==> src/rtl/mem_sched_pkg.sv <==
// ---------------------------------------------------------------------------
// mem_sched_pkg
//   Shared types for the data-memory request scheduler.
//   - sched_state_e : scheduler FSM states
//   - SZ_*          : bus access size encodings
// ---------------------------------------------------------------------------
package mem_sched_pkg;

    typedef enum logic [2:0] {
        ST_IDLE   = 3'd0,   // nothing outstanding, waiting for E ops
        ST_WAIT1  = 3'd1,   // slot1 accepted, waiting for its response
        ST_ISSUE2 = 3'd2,   // slot2 pending, bus idle
        ST_WAIT2  = 3'd3,   // slot2 accepted, waiting for its response
        ST_DONE   = 3'd4,   // one-cycle release of the pipeline
        ST_DRAIN  = 3'd5    // killed op still outstanding on the bus
    } sched_state_e;

    localparam logic [1:0] SZ_BYTE = 2'd0;
    localparam logic [1:0] SZ_HALF = 2'd1;
    localparam logic [1:0] SZ_WORD = 2'd2;

endpackage

==> src/rtl/mem_sched_perf.sv <==
// ---------------------------------------------------------------------------
// mem_sched_perf
//   Performance counters for mem_req_sched (built only when
//   MEM_SCHED_PERF_CNT_EN is defined). Both counters wrap at 2^32.
//   Ports:
//     clk, rst        clock, synchronous active-low reset
//     dual_done       pulse: a dual-op pair left WAIT2
//     stall_req       scheduler stall request
//     perf_dual_cnt   number of dual-op completions
//     perf_stall_cnt  number of cycles with stall_req=1
// ---------------------------------------------------------------------------
module mem_sched_perf (
    input  logic        clk,
    input  logic        rst,
    input  logic        dual_done,
    input  logic        stall_req,
    output logic [31:0] perf_dual_cnt,
    output logic [31:0] perf_stall_cnt
);

    always_ff @(posedge clk) begin
        if (!rst) begin
            perf_dual_cnt  <= '0;
            perf_stall_cnt <= '0;
        end else begin
            if (dual_done) perf_dual_cnt  <= perf_dual_cnt + 32'd1;
            if (stall_req) perf_stall_cnt <= perf_stall_cnt + 32'd1;
        end
    end

endmodule

==> src/rtl/mem_req_sched.sv <==
// ---------------------------------------------------------------------------
// mem_req_sched
//   Serializes the memory ops of both E-stage issue slots onto a single
//   SRAM-like data bus (req/addr_ok/data_ok), slot1 (older) first, with at
//   most one transaction outstanding. Stalls the pipeline until all ops of
//   the current pair complete, then releases it for exactly one cycle (DONE)
//   so the same ops are never issued twice. Load read data is captured per
//   slot for M-stage extraction.
//
//   Optional: define MEM_SCHED_PERF_CNT_EN to add perf_dual_cnt and
//   perf_stall_cnt outputs (see mem_sched_perf).
//
//   Ports:
//     clk, rst                 clock, synchronous active-low reset
//     mem_v*E/mem_wr*E/size*E  per-slot op valid, store flag, access size
//     addr*E/wdata*E/wstrb*E   per-slot address, aligned data, byte enables
//     kill                     flush: abandon the current ops
//     data_*                   data bus master interface
//     rdata1M, rdata2M         captured load data per slot
//     stall_req                freeze the pipeline from E backwards
// ---------------------------------------------------------------------------
module mem_req_sched
    import mem_sched_pkg::*;
#(
    parameter int ADDR_W = 32,
    parameter int DATA_W = 32
) (
    input  logic              clk,
    input  logic              rst,
    input  logic              mem_v1E,
    input  logic              mem_v2E,
    input  logic              mem_wr1E,
    input  logic              mem_wr2E,
    input  logic [1:0]        size1E,
    input  logic [1:0]        size2E,
    input  logic [ADDR_W-1:0] addr1E,
    input  logic [ADDR_W-1:0] addr2E,
    input  logic [DATA_W-1:0] wdata1E,
    input  logic [DATA_W-1:0] wdata2E,
    input  logic [3:0]        wstrb1E,
    input  logic [3:0]        wstrb2E,
    input  logic              kill,
    output logic              data_req,
    output logic              data_wr,
    output logic [1:0]        data_size,
    output logic [ADDR_W-1:0] data_addr,
    output logic [DATA_W-1:0] data_wdata,
    output logic [3:0]        data_wstrb,
    input  logic              data_addr_ok,
    input  logic              data_data_ok,
    input  logic [DATA_W-1:0] data_rdata,
    output logic [DATA_W-1:0] rdata1M,
    output logic [DATA_W-1:0] rdata2M,
    output logic              stall_req
`ifdef MEM_SCHED_PERF_CNT_EN
    ,
    output logic [31:0]       perf_dual_cnt,
    output logic [31:0]       perf_stall_cnt
`endif
);

    sched_state_e state, state_nxt;
    logic         any_v;
    logic         sel2;     // bus payload comes from slot2

    assign any_v = mem_v1E | mem_v2E;

    // State register
    always_ff @(posedge clk) begin
        if (!rst) state <= ST_IDLE;
        else      state <= state_nxt;
    end

    // Next-state logic. kill always wins over issuing; a kill that meets the
    // response in the same cycle simply discards it.
    always_comb begin
        state_nxt = state;
        case (state)
            ST_IDLE: begin
                if (!kill && any_v && data_addr_ok)
                    state_nxt = mem_v1E ? ST_WAIT1 : ST_WAIT2;
            end
            ST_WAIT1: begin
                if (kill)              state_nxt = data_data_ok ? ST_IDLE : ST_DRAIN;
                else if (data_data_ok) state_nxt = mem_v2E ? ST_ISSUE2 : ST_DONE;
            end
            ST_ISSUE2: begin
                if (kill)              state_nxt = ST_IDLE;
                else if (data_addr_ok) state_nxt = ST_WAIT2;
            end
            ST_WAIT2: begin
                if (kill)              state_nxt = data_data_ok ? ST_IDLE : ST_DRAIN;
                else if (data_data_ok) state_nxt = ST_DONE;
            end
            ST_DONE:  state_nxt = ST_IDLE;
            ST_DRAIN: begin
                if (data_data_ok) state_nxt = ST_IDLE;
            end
            default:  state_nxt = ST_IDLE;
        endcase
    end

    // Output logic: request/select and stall
    always_comb begin
        data_req  = 1'b0;
        sel2      = 1'b0;
        stall_req = 1'b0;
        case (state)
            ST_IDLE: begin
                data_req  = any_v & ~kill;
                sel2      = ~mem_v1E;
                stall_req = any_v & ~kill;
            end
            ST_WAIT1, ST_WAIT2: begin
                stall_req = ~kill;
            end
            ST_ISSUE2: begin
                data_req  = ~kill;
                sel2      = 1'b1;
                stall_req = ~kill;
            end
            // DRAIN only stalls if new ops are already waiting in E
            ST_DRAIN: stall_req = any_v & ~kill;
            default: ;
        endcase
    end

    // Bus payload, forced to zero while no request is driven
    always_comb begin
        data_wr    = 1'b0;
        data_size  = '0;
        data_addr  = '0;
        data_wdata = '0;
        data_wstrb = '0;
        if (data_req) begin
            if (sel2) begin
                data_wr    = mem_wr2E;
                data_size  = size2E;
                data_addr  = addr2E;
                data_wdata = wdata2E;
                data_wstrb = wstrb2E;
            end else begin
                data_wr    = mem_wr1E;
                data_size  = size1E;
                data_addr  = addr1E;
                data_wdata = wdata1E;
                data_wstrb = wstrb1E;
            end
        end
    end

    // Read data capture. The E fields are held while an op is outstanding,
    // so mem_wr*E still describes the op whose response is arriving.
    always_ff @(posedge clk) begin
        if (!rst) begin
            rdata1M <= '0;
            rdata2M <= '0;
        end else if (data_data_ok && !kill) begin
            if (state == ST_WAIT1 && !mem_wr1E) rdata1M <= data_rdata;
            if (state == ST_WAIT2 && !mem_wr2E) rdata2M <= data_rdata;
        end
    end

`ifdef MEM_SCHED_PERF_CNT_EN
    // Remembers whether the op in WAIT2 came through ISSUE2 (a real pair)
    // rather than being a slot2-only op issued from IDLE.
    logic dual_f;
    logic dual_done;

    always_ff @(posedge clk) begin
        if (!rst)
            dual_f <= 1'b0;
        else if (state == ST_ISSUE2 && state_nxt == ST_WAIT2)
            dual_f <= 1'b1;
        else if (state == ST_IDLE && state_nxt == ST_WAIT2)
            dual_f <= 1'b0;
    end

    assign dual_done = (state == ST_WAIT2) && (state_nxt != ST_WAIT2) && dual_f;

    mem_sched_perf u_perf (
        .clk            (clk),
        .rst            (rst),
        .dual_done      (dual_done),
        .stall_req      (stall_req),
        .perf_dual_cnt  (perf_dual_cnt),
        .perf_stall_cnt (perf_stall_cnt)
    );
`endif

endmodule

==> config.mk <==
export PLATFORM = sky130hd
export DESIGN_NAME = mem_req_sched
export DESIGN_NICKNAME = d
export VERILOG_FILES = /design/src/rtl/mem_sched_pkg.sv /design/src/rtl/mem_sched_perf.sv /design/src/rtl/mem_req_sched.sv
export SDC_FILE = /design/constraint.sdc
export NUM_CORES = 1
export LEC_CHECK = 0
export ABC_CLOCK_PERIOD_IN_PS = 2900
export BUFFER_PORTS_ARGS = -buffer_cell sky130_fd_sc_hd__buf_2
export CORE_AREA = 2 2 122 124
export CTS_CLUSTER_DIAMETER = 100
export CTS_CLUSTER_SIZE = 10
export DETAILED_ROUTE_END_ITERATION = 8
export DIE_AREA = 0 0 124 126
export GPL_TIMING_DRIVEN = 0
export PLACE_DENSITY = 0.58
export SYNTH_ARGS = -nofsm -noshare
export SYNTH_HDL_FRONTEND = slang
export SYNTH_HIERARCHICAL = 1
export SYNTH_SLANG_ARGS = --single-unit
==> constraint.sdc <==
create_clock -name clk -period 2.9 [get_ports clk]
set_input_delay 0.145 -clock clk [delete_from_list [all_inputs] [get_ports clk]]
set_output_delay 0.145 -clock clk [all_outputs]
set_load 0.005 [all_outputs]
==> flow_summary.ini, run 1 <==
[detailed_routing]
wl_mm = 15.9
drt_first_pass_iters = 4
ant_nets = 0
drc_errors = 0
vias = 4868
vias_per_cell = 4.52
first_iter_violations = 218
wl_per_cell_um = 14.8

[global_route]
grt_pass1_vias = 4441
grt_overflow_total = 0
grt_usage_pct = 19.2
grt_max_degree = 11
grt_first_pass_wirelength_mm = 23.2
antenna_found_initial = 1

[synthesis]
netlist_instances = 562
synth_top_cell_by_area = dfxtp_1
synth.distinct_cells = 29
synth-seq-cells = 67
ys_top_cells_by_area = dfxtp_1 36%, nand2_1 28%, a21boi_1 13%
yosys_warnings = 6
synth_top_area_share_pct = 36.5
syn_avg_cell_area_um2 = 6.54
syn_area_um2 = 3670
yosysSeqAreaShare_pct = 36.5
synth_nets = 743

[sta]
fin_setup_tns_ps = 0
tightest_slew_ps = 598
skew_ps = 4.40
hold_viol_final = 0
post-route-period-util_pct = 91.9
grt_setup_unrepaired = false
post-route-min-period_ps = 2660
finalSetupViolCount = 0
drv_slew = 0
relSlewSlack_pct = 59.9
fmax_ghz = 0.375

[hold_path]
hold_path.class = in2reg

[clock_tree]
clk_latency_ps = 320
cts_buffers = 9
clkTransAtPathRegs_ps = 50
cts_max_level = 3
hold_buffers = 0
root_buffer = clkbuf_16
cts_setup_buffers = 0
cts_buffer_depth = 2
clock-sinks = 67
ctsResizeCount = 0
cts_tree = yes

[final_layout]
fin_area_um2 = 5800
fillers = 1623
final_core_util_pct = 40.5
fin_nets = 1069
drive_above_1_share_pct = 39.7
syn_to_final_growth_pct = 57.8

[floorplanning]
io_pins = 318
initial_core_util_pct = 25.7
rows = 44
die_x_um = 124
core_area_um2 = 14300
fp.dieH_um = 126
die_area_um2 = 15600

[placed_design]
place.port_buffers = 315
gp_congestion = 0.981
dpl_cell_area_um2 = 5480
hpwlAfterDp_mm = 13.0

[status]
status = finished clean

[worst_setup_path]
path_max_fanout = 10
worstPathRequired_ps = 2760
worst_path_largest_cell_delay_ps = 480
path_cells = buf_2 > nor2_1 > a21boi_2 > clkbuf_1 > nand2_1 > a21oi_1 > buf_2
cpMaxStageDelayCell = clkbuf_1
endpoint_kind = primary output
crit_top_cell = buf_2
criticalPathCategory = reg2out
worstPathArrival_ps = 2520
critPathLaunchType = flip-flop

[power_and_ir_drop]
p_leak_nw = 2.97
finalPower_mw = 2.73
ir_drop_mv = 0.224
p_per_area_nw_per_um2 = 471

[flow_run]
drv_cap = 0
-- per-layer routing --
| layer | up-vias | part of all wire [%] | track usage, % |
|---|---|---|---|
| met1 | 2174 | 42 | 24.9 |
| met3 | 10 | 9.1 | 4.44 |
| met5 | - | 0 | 0 |
| met4 | 0 | 1.0 | 4.89 |
| met2 | 217 | 48 | 32.2 |
| li1 | 2467 | - | - |
-- cell usage after synthesis, drive strengths merged --
cell and instances:
nor2 6, or4 1, nor3b 1, dfxtp 67, and4bb 1, o22ai 1
buf 23, mux2i 2, nand2 273, clkbuf 23, o2111ai 1, or3b 1
nand3 1, nand3b 2, nor2b 2, and3 1, a21oi 74, nor3 1
nand2b 2, o21ai 7, and2 1, a21boi 66, inv 5
-- final timing paths --
kind                                       end  slack [ps]            from  cells past startpoint
worst min-delay path               rdata1M[13]          70  data_rdata[13]                      3
worst min register to register     rdata2M[31]         450     rdata2M[31]                      2
worst max register to register      rdata2M[7]        1200        state[2]                      6
worst max-delay path            data_wdata[28]         240        state[2]                      7
-- cell type report --
type / count / area [µm²] / area share, %
Multi-Input combinational cell: 444 / 2100 / 36.2
Timing Repair Buffer: 315 / 1580 / 27.2
Sequential cell: 67 / 1340 / 23.1
Clock buffer: 12 / 256 / 4.42
Tap cell: 184 / 230 / 3.97
Buffer: 46 / 218 / 3.75
Clock inverter: 2 / 60.1 / 1.04
Inverter: 5 / 18.8 / 0.324
Antenna cell: 1 / 2.50 / 0.0431
-- cell families (layout without fill, tap and decap cells) --
kind of cell,count (synthesis),in the layout,synth area share [%]
flip-flops,67,67,36.5
AND/OR/NAND/NOR,293,293,31.5
multiplexers,2,2,0.545
other,0,1,0
buffers and inverters,51,380,6.44
AO/OA/AOI/OAI,149,149,25.0
-- state kept, by name, summed over array words and instances (netlist names) --
signal / flops
rdata2M: 32
rdata1M: 32
state: 3
-- power by group --
group | switching (mW) | internal [mW] | leakage [nW]
Sequential | 0.00452 | 0.930 | 0.540
Combinational | 0.366 | 0.271 | 2.28
Clock | 0.372 | 0.790 | 0.155
Total | 0.743 | 1.99 | 2.97
-- cell usage in the layout (no fill, tap or decap), drive strengths merged --
cell type / Yosys / layout
buf: 23 / 338
nand2: 273 / 273
a21oi: 74 / 74
dfxtp: 67 / 67
a21boi: 66 / 66
clkbuf: 23 / 35
o21ai: 7 / 7
nor2: 6 / 6
inv: 5 / 5
nand3b: 2 / 2
nand2b: 2 / 2
mux2i: 2 / 2
nor2b: 2 / 2
bufinv: 0 / 2
diode: 0 / 1
nor3: 1 / 1
or4: 1 / 1
and4bb: 1 / 1
nor3b: 1 / 1
or3b: 1 / 1
nand3: 1 / 1
o2111ai: 1 / 1
and2: 1 / 1
o22ai: 1 / 1
and3: 1 / 1
-- per-stage QoR --
| stage | setup slack (ps) | instances | hold WS, ps |
|---|---|---|---|
| floorplan | 1370 | 562 | 280 |
| global placement | 565 | 1061 | 398 |
| detailed placement | 538 | 1061 | 403 |
| CTS | 176 | 1075 | 59.6 |
| global route | 21.2 | 1076 | 63.0 |
| finish | 236 | 1076 | 70.1 |
-- critical path: cells and delay by family (launching register included) --
kind	cells	cell delay [ps]
buf+inv	3	840
compound gates	2	780
flops	1	290
simple gates	2	280
No activity file was read; power rests on OpenSTA's default activity.
==> inputs of run 2 (changes only) <==
- ABC_AREA: unset -> 1
- PLACE_DENSITY: 0.58 -> 0.6
==> flow_summary.ini, run 2 <==
[status]
status = finished clean

[sta]
fmax_ghz = 0.411
drv_slew = 0
post-route-min-period_ps = 2430
fin_setup_tns_ps = 0
relSlewSlack_pct = 56.9
tightest_slew_ps = 645
grt_setup_unrepaired = false
post-route-period-util_pct = 83.9
skew_ps = 6.74
hold_viol_final = 0
finalSetupViolCount = 0

[final_layout]
diodes = 0
reg_top3 = rdata1M (32), rdata2M (32), state (3)
drive_above_1_share_pct = 49.3
final_cell_mix = 327 x buf_2, 77 x nor2_1, 71 x inv_1, 71 x or2_2, 67 x dfxtp_1
syn_to_final_growth_pct = 54.2
fin_nets = 1083
final_common_cell = buf_2
fillers = 1539

[clock_tree]
clkTransAtPathRegs_ps = 60
hold_buffers = 0
cts_tree = yes
clock-sinks = 67
cts_setup_buffers = 0
cts_buffer_depth = 2
root_buffer = clkbuf_16
clk_latency_ps = 330
ctsResizeCount = 0
cts_max_level = 3
cts_buffers = 9

[detailed_routing]
wl_mm = 16.3
first_iter_violations = 148
drt_first_pass_iters = 4
vias = 4985
ant_nets = 0
drc_errors = 0
vias_per_cell = 4.57
wl_per_cell_um = 15.0

[floorplanning]
rows = 44
die_area_um2 = 15600
die_x_um = 124
initial_core_util_pct = 27.8
core_area_um2 = 14300
fp.dieH_um = 126
io_pins = 318

[worst_setup_path]
startpoint = state[0]
endpoint_kind = primary output
r2r_end = rdata1M[20]
critPathLaunchType = flip-flop
criticalPathCategory = reg2out
worstPathRequired_ps = 2760
crit_path_end = data_wdata[29]
rr_worst_depth = 6
timing.rr.start = state[1]
worstPathArrival_ps = 2290
path_max_fanout = 10
r2r_setup_slack_ps = 1110

[global_route]
antenna_found_initial = 0
grt_usage_pct = 19.7
grt_pass1_vias = 4710
grt_overflow_total = 0
grt_first_pass_wirelength_mm = 24.3
grt_max_degree = 13

[synthesis]
synth_top_cell_by_area = dfxtp_1
yosysMostFrequentCell = nor2_1
synth-seq-cells = 67
netlist_instances = 574
synthArstFlopShare_pct = 0
ys_top_cells_by_area = dfxtp_1 34%, o211ai_1 12%, or2_2 11%
synth_top_area_share_pct = 33.7
synth_nets = 755
yosys_warnings = 6
syn_avg_cell_area_um2 = 6.94
synth_common_cells = 77 x nor2_1, 71 x inv_1, 71 x or2_2
yosysSeqAreaShare_pct = 33.7
synth.distinct_cells = 21
syn_area_um2 = 3980
ys.flop_type = dfxtp_1
synth_edf_count = 0

[power_and_ir_drop]
p_per_area_nw_per_um2 = 649
finalPower_mw = 3.98
ir_drop_mv = 0.412
p_leak_nw = 3.51

[hold_path]
hold_path.class = in2reg
whs_path_depth = 3

[placed_design]
gp_congestion = 0.834
place.port_buffers = 317
hpwlAfterDp_mm = 13.3

[flow_run]
drv_cap = 0
-- run 2: metal layers --
layer  up-vias  part of all wire, %  GRT usage [%]
li1       2521                    -              -
met1      2253                   39           22.7
met2       198                   50           35.3
met3        13                  9.5           5.80
met4         0                  1.3           5.02
met5         -                    0              0
-- run 2: cell families after synthesis --
| logic type | Yosys count | share of synthesized area, % |
|---|---|---|
| AOI/OAI and AO/OA | 142 | 24.2 |
| DFF | 67 | 33.7 |
| and+or+nand+nor | 240 | 28.7 |
| buffers and inverters | 125 | 13.4 |
-- run 2: area by class of cell --
cell class	count	area (µm²)	area share [%]
clock inverters	7	116	1.90
flip-flops and latches	67	1340	21.8
inverters	83	312	5.07
repair buffers	317	1590	25.8
multi-input cells	382	2110	34.3
well taps	184	230	3.75
clock buffers	9	225	3.67
plain buffers	42	223	3.63
-- run 2: worst min-delay path by stage --
| stage | start | endpoint | slack [ps] |
|---|---|---|---|
| after global placement | data_rdata[9] | rdata1M[9] | 390 |
| after detailed placement | data_rdata[28] | rdata1M[28] | 390 |
| after floorplan | data_rdata[10] | rdata1M[10] | 280 |
| final | data_rdata[13] | rdata1M[13] | 60 |
| after CTS | data_rdata[13] | rdata1M[13] | 40 |
| after global routing | data_rdata[10] | rdata1M[10] | 60 |
-- run 2: where the power goes --
group	switching [mW]	total [mW]	internal, mW
logic	1.00	1.73	0.730
registers	0.0333	1.00	0.970
clock network	0.412	1.25	0.838
-- run 2: through the flow --
stage	cells	hold WS, ps	setup WS (ps)	utilization [%]	instance area, µm²
after floorplan	574	280	1400	-	3980
after global placement	1075	386	781	40.5	5800
after detailed placement	1075	391	739	40.5	5800
final	1091	60.8	466	42.9	6140
after CTS	1091	44.1	371	42.9	6140
after global routing	1091	59.5	158	42.9	6140
-- run 2: worst max-delay path, stage by stage (launching register included) --
cell	delay, ps
dfxtp_1	350
nor2_1	340
o21ai_2	240
inv_2	190
clkbuf_1	500
o211ai_1	160
inv_1	70
buf_2	110
==> inputs of run 3 (changes only) <==
- ABC_CLOCK_PERIOD_IN_PS: 2900 -> 2400
- CORE_AREA: 2 2 122 124 -> 2 2 123 125
- DIE_AREA: 0 0 124 126 -> 0 0 125 127
- clock period: 2.9 -> 2.4 ns (I/O delays scaled with it)
==> flow_summary.ini, run 3 (synthesized netlist as in run 2, its figures left out) <==
[status]
status = finished clean

[sta]
hold_viol_final = 0
drv_slew = 0
grt_setup_unrepaired = false
post-route-min-period_ps = 2190
finalSetupViolCount = 0
fin_setup_tns_ps = 0
relSlewSlack_pct = 66.2
skew_ps = 8.31
fmax_ghz = 0.456
post-route-period-util_pct = 91.3
tightest_slew_ps = 508

[global_route]
grt_first_pass_wirelength_mm = 25.2
grt_pass1_vias = 4786
grt_max_degree = 12
grt_overflow_total = 0
antenna_found_initial = 1
grt_usage_pct = 19.4

[power_and_ir_drop]
ir_drop_mv = 0.542
p_per_area_nw_per_um2 = 782
p_leak_nw = 3.54

[worst_setup_path]
path_cells = nor2_2 > o21ai_2 > inv_2 > clkbuf_1 > o211ai_1 > inv_1 > buf_2
endpoint_kind = primary output
cpMaxStageDelayCell = clkbuf_1
crit_family = buffers and inverters
path_buf_inv = 4
path_max_fanout = 10
criticalPathCategory = reg2out
critPathLaunchType = flip-flop
worstPathArrival_ps = 2070
worst_path_largest_cell_delay_ps = 390
worstPathRequired_ps = 2280

[floorplanning]
core_area_um2 = 14400
initial_core_util_pct = 27.6
io_pins = 318
rows = 44
die_area_um2 = 15900
die_x_um = 125
fp.dieH_um = 127

[hold_path]
hold_path.class = in2reg

[final_layout]
drive_above_1_share_pct = 50.1
final_common_cell = buf_2
fin_cells = 1093
reg_top3 = rdata1M (32), rdata2M (32), state (3)
final_cell_mix = 326 x buf_2, 76 x nor2_1, 71 x inv_1, 71 x or2_2, 67 x dfxtp_1
fin_nets = 1084
syn_to_final_growth_pct = 55.2
final_core_util_pct = 42.9

[clock_tree]
hold_buffers = 0
clkTransAtPathRegs_ps = 60
cts_tree = yes
clk_latency_ps = 320
clock-sinks = 67
cts_buffers = 9
cts_buffer_depth = 2
cts_max_level = 3
root_buffer = clkbuf_16

[placed_design]
gp_congestion = 0.839
dp_cells = 1075
place.port_buffers = 317
hpwlAfterDp_mm = 13.3

[detailed_routing]
wl_mm = 16.4
vias = 4973
ant_nets = 0
drc_errors = 0
drt_first_pass_iters = 4
wl_per_cell_um = 15.0
vias_per_cell = 4.55
first_iter_violations = 206

[flow_run]
drv_cap = 0
-- run 3: cell count changes in the layout (fill, tap and decap cells not counted), sizes merged --
cell | before | now
buf | 334 | 335
bufinv | 3 | 2
clkbuf | 34 | 38
clkinv | 3 | 0
diode | 0 | 1
-- run 3: layer usage --
metal | global-route usage, % | part of all wire (%) | up-vias | wire length [µm]
met1 | 23.4 | 42 | 2240 | 6870
met5 | 0 | 0 | - | 0
met3 | 5.03 | 7.2 | 16 | 1180
met4 | 5.62 | 2.0 | 0 | 326
met2 | 34.1 | 49 | 182 | 8040
li1 | - | - | 2535 | -
-- run 3: power by group --
group	internal [mW]	leakage (nW)	switching, mW
logic	0.918	2.83	1.21
clock network	1.02	0.168	0.472
registers	1.17	0.541	0.0419
-- run 3: final timing paths --
path	start	to	slack, ps	cells past startpoint
setup / recovery	state[0]	data_wdata[22]	210	7
setup reg to reg	state[1]	rdata2M[28]	610	6
hold reg to reg	rdata2M[4]	rdata2M[4]	460	2
hold / removal	data_rdata[25]	rdata1M[25]	40	3
-- run 3: worst min-delay path: stages --
cell and delay [ps]:
buf_2 90, nor2_1 40, nor2_1 80
-- run 3: layout make-up --
type	count	area [µm²]
fill	1548	8240
multi-input combinational	382	2110
clock inverter	3	67.6
buffer	42	233
sequential	67	1340
tap	184	230
clock buffer	13	280
antenna	1	2.50
inverter	83	312
timing repair buffer	318	1610
-- run 3: timing repair --
action / in CTS / in global routing
buffers inserted: 0 / 1
setup endpoints to repair: 15 / 45
pin swaps: 0 / 1
resized for setup: 5 / 5
-- run 3: metrics by stage --
| step | total power [mW] | hold WS [ps] | setup WS, ps | area (µm²) |
|---|---|---|---|---|
| 2_1_floorplan | 2.47 | 255 | 928 | 3980 |
| 3_3_place_gp | 3.34 | 361 | 263 | 5800 |
| 3_5_place_dp | 3.35 | 371 | 224 | 5800 |
| 4_1_cts | 4.86 | 35.7 | 0.0706 | 6150 |
| 5_1_grt | 5.17 | 45.8 | 50.2 | 6180 |
| 6_report | 4.83 | 39.4 | 208 | 6180 |
